==> src/rtl/sha256_pkg.sv <==
// SHA-256/224 constants, FSM state type and the round helper functions
// shared by the iterative core and its round datapath.
package sha256_pkg;

    typedef enum logic [1:0] {
        IDLE   = 2'd0,
        ROUND  = 2'd1,
        FINAL  = 2'd2,
        OUTPUT = 2'd3
    } state_t;

    // Index 0 holds a / H0, index 7 holds h / H7.
    typedef logic [7:0][31:0]  wv_t;
    // Message window: index 0 is W[t] (oldest), index 15 is W[t+15].
    typedef logic [15:0][31:0] win_t;

    localparam logic [31:0] K [0:63] = '{
        32'h428a2f98, 32'h71374491, 32'hb5c0fbcf, 32'he9b5dba5,
        32'h3956c25b, 32'h59f111f1, 32'h923f82a4, 32'hab1c5ed5,
        32'hd807aa98, 32'h12835b01, 32'h243185be, 32'h550c7dc3,
        32'h72be5d74, 32'h80deb1fe, 32'h9bdc06a7, 32'hc19bf174,
        32'he49b69c1, 32'hefbe4786, 32'h0fc19dc6, 32'h240ca1cc,
        32'h2de92c6f, 32'h4a7484aa, 32'h5cb0a9dc, 32'h76f988da,
        32'h983e5152, 32'ha831c66d, 32'hb00327c8, 32'hbf597fc7,
        32'hc6e00bf3, 32'hd5a79147, 32'h06ca6351, 32'h14292967,
        32'h27b70a85, 32'h2e1b2138, 32'h4d2c6dfc, 32'h53380d13,
        32'h650a7354, 32'h766a0abb, 32'h81c2c92e, 32'h92722c85,
        32'ha2bfe8a1, 32'ha81a664b, 32'hc24b8b70, 32'hc76c51a3,
        32'hd192e819, 32'hd6990624, 32'hf40e3585, 32'h106aa070,
        32'h19a4c116, 32'h1e376c08, 32'h2748774c, 32'h34b0bcb5,
        32'h391c0cb3, 32'h4ed8aa4a, 32'h5b9cca4f, 32'h682e6ff3,
        32'h748f82ee, 32'h78a5636f, 32'h84c87814, 32'h8cc70208,
        32'h90befffa, 32'ha4506ceb, 32'hbef9a3f7, 32'hc67178f2
    };

    localparam logic [31:0] IV256 [0:7] = '{
        32'h6a09e667, 32'hbb67ae85, 32'h3c6ef372, 32'ha54ff53a,
        32'h510e527f, 32'h9b05688c, 32'h1f83d9ab, 32'h5be0cd19
    };

    localparam logic [31:0] IV224 [0:7] = '{
        32'hc1059ed8, 32'h367cd507, 32'h3070dd17, 32'hf70e5939,
        32'hffc00b31, 32'h68581511, 32'h64f98fa7, 32'hbefa4fa4
    };

    function automatic logic [31:0] rotr(input logic [31:0] x, input int unsigned n);
        return (x >> n) | (x << (32 - n));
    endfunction

    function automatic logic [31:0] big_sigma0(input logic [31:0] x);
        return rotr(x, 2) ^ rotr(x, 13) ^ rotr(x, 22);
    endfunction

    function automatic logic [31:0] big_sigma1(input logic [31:0] x);
        return rotr(x, 6) ^ rotr(x, 11) ^ rotr(x, 25);
    endfunction

    function automatic logic [31:0] small_sigma0(input logic [31:0] x);
        return rotr(x, 7) ^ rotr(x, 18) ^ (x >> 3);
    endfunction

    function automatic logic [31:0] small_sigma1(input logic [31:0] x);
        return rotr(x, 17) ^ rotr(x, 19) ^ (x >> 10);
    endfunction

    function automatic logic [31:0] ch(input logic [31:0] e, input logic [31:0] f,
                                       input logic [31:0] g);
        return (e & f) ^ (~e & g);
    endfunction

    function automatic logic [31:0] maj(input logic [31:0] a, input logic [31:0] b,
                                        input logic [31:0] c);
        return (a & b) ^ (a & c) ^ (b & c);
    endfunction

    function automatic wv_t iv_words(input logic m224);
        wv_t w;
        for (int unsigned i = 0; i < 8; i++) begin
            w[i] = m224 ? IV224[i] : IV256[i];
        end
        return w;
    endfunction

endpackage

==> src/rtl/sha256_round.sv <==
// One combinational SHA-256 compression round: a..h, K[t], W[t] in, next a..h out.
module sha256_round
    import sha256_pkg::*;
(
    input  wv_t         st_i,
    input  logic [31:0] k_i,
    input  logic [31:0] w_i,
    output wv_t         st_o
);

    logic [31:0] t1;
    logic [31:0] t2;

    always_comb begin
        t1 = st_i[7] + big_sigma1(st_i[4]) + ch(st_i[4], st_i[5], st_i[6]) + k_i + w_i;
        t2 = big_sigma0(st_i[0]) + maj(st_i[0], st_i[1], st_i[2]);
        st_o[0] = t1 + t2;
        st_o[1] = st_i[0];
        st_o[2] = st_i[1];
        st_o[3] = st_i[2];
        st_o[4] = st_i[3] + t1;
        st_o[5] = st_i[4];
        st_o[6] = st_i[5];
        st_o[7] = st_i[6];
    end

endmodule

==> src/rtl/sha256_core_iter.sv <==
// Iterative SHA-256/224 block core: UNROLL rounds per clock, chained
// multi-block messages, digest held in OUTPUT until the consumer takes it.
module sha256_core_iter
    import sha256_pkg::*;
#(
    parameter int unsigned UNROLL      = 1,
    parameter bit          SUPPORT_224 = 1'b1
) (
    input  logic         clk,
    input  logic         rst,
    input  logic         in_valid,
    output logic         in_ready,
    input  logic [511:0] in_block,
    input  logic         in_first,
    input  logic         in_last,
    input  logic         mode_224,
    output logic         out_valid,
    input  logic         out_ready,
    output logic [255:0] digest,
    output logic         busy
);

    if (!(UNROLL == 1 || UNROLL == 2 || UNROLL == 4)) begin : g_bad_unroll
        $error("sha256_core_iter: UNROLL must be 1, 2 or 4");
    end

    localparam logic [5:0] LAST_CNT = 6'(64 / UNROLL - 1);

    state_t     state_q, state_d;
    logic [5:0] cnt_q, cnt_d;
    wv_t        h_q, h_d;
    wv_t        wv_q, wv_d;
    win_t       w_q, w_d;
    logic       mode224_q, mode224_d;
    logic       last_q, last_d;
    logic       chain_q, chain_d;
    logic       mode_sel;

    wv_t  stage_st  [UNROLL+1];
    win_t stage_win [UNROLL+1];

    assign stage_st[0]  = wv_q;
    assign stage_win[0] = w_q;
    assign mode_sel     = SUPPORT_224 && mode_224;

    // Each stage consumes W[t] from the window head and shifts in W[t+16].
    for (genvar j = 0; j < UNROLL; j++) begin : g_round
        logic [5:0]  k_idx;
        logic [31:0] w_new;

        assign k_idx = cnt_q * 6'(UNROLL) + 6'(j);
        assign w_new = small_sigma1(stage_win[j][14]) + stage_win[j][9]
                     + small_sigma0(stage_win[j][1]) + stage_win[j][0];
        assign stage_win[j+1] = {w_new, stage_win[j][15:1]};

        sha256_round u_round (
            .st_i (stage_st[j]),
            .k_i  (K[k_idx]),
            .w_i  (stage_win[j][0]),
            .st_o (stage_st[j+1])
        );
    end

    always_comb begin
        state_d   = state_q;
        cnt_d     = cnt_q;
        h_d       = h_q;
        wv_d      = wv_q;
        w_d       = w_q;
        mode224_d = mode224_q;
        last_d    = last_q;
        chain_d   = chain_q;

        case (state_q)
            IDLE: begin
                if (in_valid) begin
                    for (int unsigned i = 0; i < 16; i++) begin
                        w_d[i] = in_block[511 - 32*i -: 32];
                    end
                    if (in_first || !chain_q) begin
                        mode224_d = mode_sel;
                        h_d       = iv_words(mode_sel);
                        wv_d      = iv_words(mode_sel);
                    end else begin
                        wv_d = h_q;
                    end
                    last_d  = in_last;
                    chain_d = 1'b1;
                    cnt_d   = '0;
                    state_d = ROUND;
                end
            end
            ROUND: begin
                wv_d  = stage_st[UNROLL];
                w_d   = stage_win[UNROLL];
                cnt_d = cnt_q + 6'd1;
                if (cnt_q == LAST_CNT) begin
                    state_d = FINAL;
                end
            end
            FINAL: begin
                for (int unsigned i = 0; i < 8; i++) begin
                    h_d[i] = h_q[i] + wv_q[i];
                end
                if (last_q) begin
                    chain_d = 1'b0;
                    state_d = OUTPUT;
                end else begin
                    state_d = IDLE;
                end
            end
            OUTPUT: begin
                if (out_ready) begin
                    state_d = IDLE;
                end
            end
            default: state_d = IDLE;
        endcase
    end

    always_ff @(posedge clk) begin
        if (rst) begin
            state_q   <= IDLE;
            cnt_q     <= '0;
            h_q       <= iv_words(1'b0);
            wv_q      <= '0;
            w_q       <= '0;
            mode224_q <= 1'b0;
            last_q    <= 1'b0;
            chain_q   <= 1'b0;
        end else begin
            state_q   <= state_d;
            cnt_q     <= cnt_d;
            h_q       <= h_d;
            wv_q      <= wv_d;
            w_q       <= w_d;
            mode224_q <= mode224_d;
            last_q    <= last_d;
            chain_q   <= chain_d;
        end
    end

    // Outputs are forced quiet while rst is high, before the register clears.
    assign in_ready  = (state_q == IDLE) && !rst;
    assign out_valid = (state_q == OUTPUT) && !rst;
    assign busy      = (state_q != IDLE) && !rst;

    always_comb begin
        digest = '0;
        if (out_valid) begin
            for (int unsigned i = 0; i < 8; i++) begin
                digest[255 - 32*i -: 32] = h_q[i];
            end
            if (mode224_q) begin
                digest[31:0] = '0;
            end
        end
    end

endmodule

==> config.mk <==
export PLATFORM = sky130hd
export DESIGN_NAME = sha256_core_iter
export DESIGN_NICKNAME = d
export VERILOG_FILES = /design/src/rtl/sha256_pkg.sv /design/src/rtl/sha256_round.sv /design/src/rtl/sha256_core_iter.sv
export SDC_FILE = /design/constraint.sdc
export NUM_CORES = 2
export LEC_CHECK = 0
export BUFFER_PORTS_ARGS = -buffer_cell sky130_fd_sc_hd__buf_4
export CAP_MARGIN = 20
export CORE_MARGIN = 2
export CORE_UTILIZATION = 37
export CTS_CLUSTER_SIZE = 14
export DETAILED_ROUTE_END_ITERATION = 10
export PLACE_DENSITY = 0.61
export SLEW_MARGIN = 20
export SYNTH_ARGS = -nofsm -noshare
export SYNTH_HDL_FRONTEND = slang
export SYNTH_SLANG_ARGS = --single-unit
==> constraint.sdc <==
create_clock -name clk -period 10.5 [get_ports clk]
set_input_delay 3.15 -clock clk [delete_from_list [all_inputs] [get_ports clk]]
set_output_delay 3.15 -clock clk [all_outputs]
set_load 0.005 [all_outputs]
==> reports/results.ini <==
[run_status]
status=finished, final reports clean

[critical_path]
start_kind=flop
critPathBufInv=6
crit_arrival_ns=9.29
critPathCaptureType=flop
cpMaxStageDelayCell=fa_1
worstSetupPathType=flop to flop
required_ns=11.15
crit_family=compound AO/OA/AOI/OAI gates
cp_max_fo=13
cpPeakStageDelay_ns=0.62

[detailed_routing]
drt_pass1_iterations=10
wl_per_cell_um=28.8
postRouteAntennaNets=0
wl_um=351000
drcViolationCount=0
vias=73000
drtIter0Drc=8164
via_per_inst=5.98

[synth]
syn_nets=10400
avgSynthCellArea_um2=7.71
synth_commonest_cells=nand2_1, dfxtp_1, nor2_1
synth-seq-cells=1035
seq_area_frac_synth=0.290
synth.most_common_cell=nand2_1
netlist_area_mm2=0.0715
synthTopCellsByArea=dfxtp_1, nand2_1, ha_1
synth_area_leader_cell=dfxtp_1
ys.flop_type=dfxtp_1
synth_cells=9274
async_flop_share=0
yosys.area.top_type_share=0.290
synth-edff-count=0
synth.distinct_cells=93
ys_warn_count=0

[timing]
grt_setup_unrepaired=no
final.setup.tns_ns=0
post-route-period-util=0.823
max_freq_mhz=116
fin_worst_skew_ns=0.0730
worstMarginPinSlew_ns=1.22
slew_viol_final=0
setup_viol=0
finalHoldViolCount=0
fin_crit_ns=8.64
slew_headroom=0.188

[global_routing]
grtUsageTotal=0.341
overflow=0
grt_pass1_vias=68100
grt_pass1_wl_um=493000
antenna_found_initial=58
grt_max_degree=220

[clock_tree]
cts_setup_buffers=0
cts_buffers=117
root_buffer=clkbuf_16
clk_latency_ns=0.84
cts.clk_slew.worst_paths_ns=0.06
htreeDepth=3
cts_resized=0
clock-sinks=1035
clock_path_buffers=3
ctsHoldBuffers=0
cts_tree=built

[floorplan]
top_level_ports=778
die_w_um=443
initial_core_util=0.372
core_area_mm2=0.192
die_area_mm2=0.197
rows=161
die_y_um=443

[place]
place.gp.congestion=1.01
port_buffers=777
dp_hpwl_um=265000

[finish]
seq_area_mm2=0.0207
syn_to_final_growth_pct=16.1
fillers=19700
drive_above_1_share=0.124
nets=10700
multiInputGateArea_mm2=0.0464

[power_and_ir_drop]
p_leak_nw=35.1
powerDensity_mw_per_mm2=425
p_total_mw=35.3
ir_drop_v=0.000626

[min_path]
hold_class=flop to flop

[flow_run]
drv_cap=0

worst paths after layout:
kind              cells after the start           from       endpoint  slack [ns]
setup / recovery                     36       cnt_q[1]  stage_st[283]        1.86
setup reg to reg                     36       cnt_q[1]  stage_st[283]        1.86
hold / removal                        2  stage_win[48]  stage_win[16]        0.45
hold reg to reg                       2  stage_win[48]  stage_win[16]        0.45
report_power, final:
part | leakage, nW | internal [mW] | switching [mW]
registers | 8.55 | 4.37 | 0.706
logic | 24.6 | 10.1 | 15.7
clock network | 1.94 | 2.44 | 1.89
kinds of logic (layout without fill, tap and decap cells):
group	Yosys count	in the layout	synth area share
AO/OA/AOI/OAI	2569	2569	0.247
AND/OR/NAND/NOR	3262	3262	0.196
adder cells (fa/ha/maj)	614	614	0.127
other	0	39	0
flip-flops	1035	1035	0.290
XOR/XNOR	561	561	0.0689
multiplexers	52	52	0.00839
buffers and inverters	1181	1550	0.0620
area by class of cell:
type	instances	area share
diodes	39	0.00118
clock buffers	175	0.0411
clock inverters	39	0.00633
inverters	425	0.0193
multi-input cells	7058	0.560
flip-flops and latches	1035	0.250
well taps	2526	0.0381
repair buffers	911	0.0843
worst min-delay path, delay by kind of cell, from the launching register on:
family / cells / cell delay [ns]
DFF: 1 / 0.32
and+or+nand+nor: 1 / 0.06
AOI/OAI and AO/OA: 1 / 0.09
cells in the final DEF, fill, tap and decap left out, drive strengths merged, types with 197 or more instances in the layout:
cell / synthesis / final
nand2: 1467 / 1467
dfxtp: 1035 / 1035
nor2: 955 / 955
buf: 48 / 911
a21oi: 578 / 578
a311oi: 508 / 508
o21ai: 480 / 480
inv: 422 / 427
ha: 395 / 395
xnor2: 343 / 343
and2: 271 / 271
xor2: 217 / 217
fa: 197 / 197
sequential cells by signal (all words and copies together), names as in the netlist:
signal     cells
state_q        2
mode224_q      1
last_q         1
chain_q        1
h_q          256
cnt_q          6
stage_win    512
stage_st     256
stage by stage:
stage          cell area [um^2]  hold slack [ns]  std cells  utilization  worst slack, ns
2_1_floorplan             71500            0.449       9274            -             2.59
3_5_place_dp              78900            0.466      12000        0.411             1.64
6_report                  83000            0.454      12200        0.432             1.86
5_1_grt                   82900            0.479      12200        0.432             1.03
4_1_cts                   82800            0.449      12200        0.431             1.65
3_3_place_gp              78900            0.459      12000        0.411             1.87
metal layers:
layer	wire, um	share of wire	vias to the layer above	track usage
li1	-	-	33200	-
met1	134000	0.38	35200	0.407
met2	159000	0.45	3591	0.544
met3	27900	0.079	903	0.0636
met4	30800	0.088	34	0.260
met5	239	0.00068	-	0
No activity file was read; power rests on OpenSTA's default activity.
